## src/rtl/store_buffer.sv

```systemverilog
// store_buffer: in-order FIFO of committed stores draining to dbus, with word-granular load forwarding.
// Define STORE_BUFFER_MERGE_EN to merge a push into the youngest entry when the word addresses match.
module store_buffer #(
   parameter int DEPTH = 4,
   localparam int PTR_W = $clog2(DEPTH)
) (
   input  logic        clk,
   input  logic        reset,
   input  logic        push_valid,
   output logic        push_ready,
   input  logic [31:0] push_addr,
   input  logic [31:0] push_data,
   input  logic [3:0]  push_strobe,
   input  logic [31:0] lkp_addr,
   output logic        sb_fwd_en,
   output logic [31:0] sb_fwd_data,
   output logic [31:0] sb_fwd_addr,
   output logic        lkp_conflict,
   output logic        dreq_valid,
   output logic [31:0] dreq_addr,
   output logic [3:0]  dreq_strobe,
   output logic [31:0] dreq_data,
   input  logic        dresp_addr_ok,
   input  logic        dresp_data_ok,
   output logic        sb_empty
);
   typedef enum logic {IDLE, REQ} state_t;
   state_t state, state_next;
   logic [29:0] addr_q [DEPTH];
   logic [31:0] data_q [DEPTH];
   logic [3:0] strb_q [DEPTH];
   logic [PTR_W-1:0] head, tail;
   logic [PTR_W:0] count, count_next;
   logic full, pop, alloc, can_merge, merge, match;
   logic [31:0] match_data;
   logic [3:0] match_strb;
   logic unused;
   assign unused = &{1'b0, dresp_addr_ok, push_addr[1:0], lkp_addr[1:0]};
   assign full = count == (PTR_W+1)'(DEPTH);
`ifdef STORE_BUFFER_MERGE_EN
   logic [PTR_W-1:0] last;
   assign last = tail - PTR_W'(1);
   // The head is frozen while its request is on the bus, so it never absorbs a merge.
   assign can_merge = count != '0 && addr_q[last] == push_addr[31:2] && !(state == REQ && last == head);
`else
   assign can_merge = 1'b0;
`endif
   assign merge = push_valid && can_merge;
   assign push_ready = !full || can_merge;
   assign alloc = push_valid && !full && !merge;
   assign pop = state == REQ && dresp_data_ok;
   assign count_next = count + (PTR_W+1)'(alloc) - (PTR_W+1)'(pop);
   always_comb begin
      state_next = state;
      if (state == IDLE) state_next = count != '0 ? REQ : IDLE;
      else if (pop) state_next = count_next != '0 ? REQ : IDLE;
   end
   always_ff @(posedge clk) begin
      if (reset) begin
         state <= IDLE;
         head <= '0;
         tail <= '0;
         count <= '0;
      end else begin
         state <= state_next;
         head <= head + PTR_W'(pop);
         tail <= tail + PTR_W'(alloc);
         count <= count_next;
      end
   end
   always_ff @(posedge clk) begin
      if (!reset && alloc) begin
         addr_q[tail] <= push_addr[31:2];
         data_q[tail] <= push_data;
         strb_q[tail] <= push_strobe;
      end
`ifdef STORE_BUFFER_MERGE_EN
      if (!reset && merge) begin
         for (int b = 0; b < 4; b++)
            if (push_strobe[b]) data_q[last][8*b +: 8] <= push_data[8*b +: 8];
         strb_q[last] <= strb_q[last] | push_strobe;
      end
`endif
   end
   // Scan oldest to youngest so the youngest match overwrites earlier ones.
   always_comb begin
      match = 1'b0;
      match_data = '0;
      match_strb = '0;
      for (int i = 0; i < DEPTH; i++)
         if (i < int'(count) && addr_q[head + PTR_W'(i)] == lkp_addr[31:2]) begin
            match = 1'b1;
            match_data = data_q[head + PTR_W'(i)];
            match_strb = strb_q[head + PTR_W'(i)];
         end
   end
   assign sb_fwd_en = match && match_strb == 4'hF;
   assign lkp_conflict = match && match_strb != 4'hF;
   assign sb_fwd_data = match_data;
   assign sb_fwd_addr = sb_fwd_en ? {lkp_addr[31:2], 2'b00} : '0;
   assign dreq_valid = state == REQ;
   assign dreq_addr = dreq_valid ? {addr_q[head], 2'b00} : '0;
   assign dreq_data = dreq_valid ? data_q[head] : '0;
   assign dreq_strobe = dreq_valid ? strb_q[head] : '0;
   assign sb_empty = count == '0 && state == IDLE;
endmodule
```

## config.mk

```make
export PLATFORM = sky130hd
export DESIGN_NAME = store_buffer
export DESIGN_NICKNAME = d
export VERILOG_FILES = /design/src/rtl/store_buffer.sv
export SDC_FILE = /design/constraint.sdc
export NUM_CORES = 1
export LEC_CHECK = 0
export CAP_MARGIN = 10
export CORE_ASPECT_RATIO = 0.8
export CORE_MARGIN = 2
export CORE_UTILIZATION = 61
export DETAILED_ROUTE_END_ITERATION = 10
export PLACE_DENSITY = 0.88
export SLEW_MARGIN = 20
export SYNTH_ARGS = -nofsm -noshare
export SYNTH_HDL_FRONTEND = slang
export SYNTH_SLANG_ARGS = --single-unit
```

## constraint.sdc

```tcl
create_clock -name clk -period 20.5 [get_ports clk]
set_input_delay 4.1 -clock clk [delete_from_list [all_inputs] [get_ports clk]]
set_output_delay 4.1 -clock clk [all_outputs]
set_load 0.03 [all_outputs]
```

==> metrics.md <==
| Metric | Value |
|---|---|
| Grt total ovfl | `0` |
| Number of flops mapped to enable cells by yosys | `264` |
| Core utilization of the finished layout | `0.7315` |
| Detailed-route DRC error count | `0` |
| Die boundary height | `~160 um` |
| Routability Congestion | `0.9572` |
| Static leakage power | `between 6 and 7 nW` |
| Worst skew pair latency | `about 0.55 ns` |
| Timing startpoint of the critical path | `lkp_addr[23]` |
| Average footprint of a synthesized cell | `between 10 and 15 um^2` |
| Area added between synthesis and finish | `17.87%` |
| Number of levels the H-tree was split into | `1` |
| Slack of the worst reg-to-reg path | `about 18 ns` |
| Worst setup path class | `in -> out` |
| Status | `complete, no violations` |
| Via-per-instance ratio | `just under 7` |
| Unrepaired setup endpoints after global routing | `false` |
| Final hold violation count | `0` |
| Setup Skew | `between 0.015 and 0.02 ns` |
| Category of the worst setup path launch point | `input pin` |
| CP required | `16.40 ns` |
| Share of power burned in registers | `0.359` |
| Via count of the first global-routing pass | `~14000` |
| Routed length per instance | `25.41 um` |
| Peak fanout along the critical path | `131` |
| R2R Path Start | `count[0]` |
| Post-CTS repair timing setup buffer count | `0` |
| Starting utilization of the core area | `0.6206` |
| Drt initial violations | `1867` |
| Transition time of the tightest slew-check pin | `~1.1 ns` |
| Commonest non-fill, non-tap cell in the layout | `edfxtp_1` |
| Timing endpoint of the critical path | `sb_fwd_addr[10]` |
| Instance area after placement | `between 15000 and 20000 um^2` |
| Register bit total from synthesis | `roughly 270` |
| Number of nets at the end of the flow | `between 1500 and 2000` |
| Worst slew margin | `0.2519` |
| Critical Path Max Stage Delay | `just under 0.7 ns` |
| Synthesized area | `between 15000 and 20000 um^2` |
| Pwr dens | `about 92 nW/um^2` |
| Sequence of cells on the critical path | `clkdlybuf4s50_1, a221oi_1, nand3_1, o21ai_0, nand4_1, nor4_4, buf_6, mux2i_1, a211oi_4, buf_4, nor2b_1, clkdlybuf4s50_1` |
| Crit path top cell by count | `clkdlybuf4s50_1` |
| Die Area | `approximately 30000 um^2` |
| Peak clock frequency supported by timing | `77.94 MHz` |
| Total of endpoints with negative setup slack in the final report | `0` |
| CTS tree | `done` |
| Period Utilization, post-route | `0.6259` |
| Pin count of the biggest net entering global routing | `approximately 130` |
| Max-slew violation total from the final report | `0` |
| Die X-Extent | `between 150 and 200 um` |
| Maximum vdd ir drop | `~0.12 mV` |
| Number of filler instances in the final layout | `1921` |
| Critical path data arrival time | `between 8 and 9 ns` |
| Reg-to-reg critical path endpoint | `data_q[1][17]` |
| Num CTS Buffers | `28` |
| Leading cell types in the layout, fill and taps excluded | `edfxtp_1, mux2i_1, clkdlybuf4s50_1` |
| Warnings, synthesis | `0` |
| R2r worst-path depth | `7` |
| Fin Setup TNS | `0 ns` |
| P_sw | `just under 700 uW` |
| Hold WC Path Type | `reg -> reg` |
| FFs w/ async S/R, synth | `0` |
| Switching Fraction | `0.3606` |
| Cell count after synthesis | `between 1000 and 1500` |
| Number of antenna-violating nets in the routed design | `0` |
| Overall via count from detail_route | `13603` |
| Number of sinks driven by the clock tree | `~270` |
| HPWL Detailed | `between 30 and 40 mm` |
| Yosys cell types | `74` |
| Flip-flop cell with the highest count after synthesis | `edfxtp_1` |
| Number of input and output port buffers inserted | `about 230` |
| Proportion of layout cells with a drive suffix above 1 | `0.09198` |
| # rows | `55` |
| Fraction of power consumed by combinational cells | `0.391` |
| Global-route wire length before repair | `77.81 mm` |
| Root cell of the clock tree | `clkbuf_16` |
| Maximum number of buffers from clock root to sink | `3` |
| Core box area | `approximately 28000 um^2` |
| Final wirelength | `around 50 mm` |
| Clock-pin transition on the worst setup and hold timing paths | `0.06 ns` |
| Hold-fix buffer count after cts | `0` |
| Global-route usage over all layers | `0.3294` |
| Number of top-level design ports | `242` |
| Max-cap violation count | `0` |
| Portion of total power attributed to the clock network | `0.249` |
| Slowest-stage cell, CP | `clkdlybuf4s50_1` |
| Antenna violations before repair | `1` |
| Minimum clock period after layout | `12.83 ns` |
| Capturing element type of the critical path | `output pin` |
| DR pass1 iterations | `6` |
| Count of cells resized by post-cts repair | `0` |
| Final std cell area, no fill | `20690 um^2` |
| Pint | `1.222 mW` |
| Post-synthesis sequential area ratio | `0.4608` |
-- cell families after synthesis --
family,count (synthesis),share of synthesized area
XOR/XNOR,105,0.05240
buffers and inverters,179,0.04990
AO/OA/AOI/OAI,270,0.1316
other,1,0.0002137
AND/OR/NAND/NOR,317,0.09909
flip-flops,272,0.4608
adder cells (fa/ha/maj),7,0.005418
multiplexers,307,0.2006
-- cells in the mapped netlist, drive strengths merged (16+ instances only) --
master  instances  area [um^2]
a21oi          16        80.08
nand2          62        232.7
xor2           34        297.8
nand2b         66        412.9
nor2b          32        200.2
o311ai         42        367.9
inv            36        135.1
nand4          18        112.6
mux2i         243         2440
xnor2          71        621.9
and2           29        183.9
nor2           48        180.2
a221oi         44        385.4
a211oi         34        310.3
mux2           32        360.4
mux4           32        720.7
clkbuf         59        222.7
and3           26        162.7
a221o          23        230.2
o311a          23        230.2
edfxtp        264         7928
o211a          21        210.2
buf            83        514.2
-- worst max-delay path, delay by kind of cell --
family | cells | cell delay [ns]
and+or+nand+nor | 4 | 0.84
AOI/OAI and AO/OA | 3 | 1.13
buffers and inverters | 4 | 2.35
muxes | 1 | 0.26
-- power groups by stage --
stage / Sequential (mW) / Clock (mW) / Combinational, mW
after floorplan: 0.681 / 0 / 0.489
after global placement: 0.694 / 0 / 0.722
after detailed placement: 0.697 / 0 / 0.733
after CTS: 0.685 / 0.481 / 0.739
after global routing: 0.691 / 0.505 / 0.786
final: 0.687 / 0.477 / 0.748
-- metrics by stage --
stage	std cells	power, mW	worst slack [ns]	hold slack [ns]
5_1_grt	1990	1.982	7.401	0.6548
3_5_place_dp	1939	1.430	7.514	0.6379
3_3_place_gp	1939	1.416	7.594	0.5943
6_report	1991	1.911	7.669	0.6394
4_1_cts	1990	1.906	7.499	0.6454
2_1_floorplan	1461	1.170	9.247	0.5287
-- worst min-delay path by stage --
stage,start,endpoint,slack (ns),cells after the start
final,tail[1],tail[1],0.64,2
after global routing,tail[1],tail[1],0.65,2
after CTS,tail[1],tail[1],0.65,2
after detailed placement,tail[1],tail[1],0.64,2
after global placement,tail[1],tail[1],0.59,2
after floorplan,tail[1],tail[1],0.53,2
-- final cells by class --
| cell class | instances | area (um^2) | area share |
|---|---|---|---|
| Timing Repair Buffer | 250 | 2465 | 0.1191 |
| Tap cell | 370 | 462.9 | 0.02238 |
| Antenna cell | 1 | 2.502 | 0.0001210 |
| Inverter | 37 | 141.4 | 0.006834 |
| Multi-Input combinational cell | 1010 | 8670 | 0.4191 |
| Clock inverter | 10 | 88.84 | 0.004294 |
| Sequential cell | 272 | 8099 | 0.3915 |
| Clock buffer | 41 | 759.5 | 0.03671 |
-- flip-flops by register name (all words and copies together), names as in the netlist --
register	count
data_q	128
count	3
dreq_valid	1
strb_q	16
tail	2
addr_q	120
head	2
-- routing by layer --
layer	track usage	wire length, um	share of wire	vias to the layer above
li1	-	-	-	5956
met1	0.4599	20380	0.40	6699
met2	0.5179	23120	0.46	835
met3	0.07696	5789	0.11	111
met4	0.09706	1283	0.025	2
met5	0	13	0.00026	-
(Power assumes the default switching activity.)
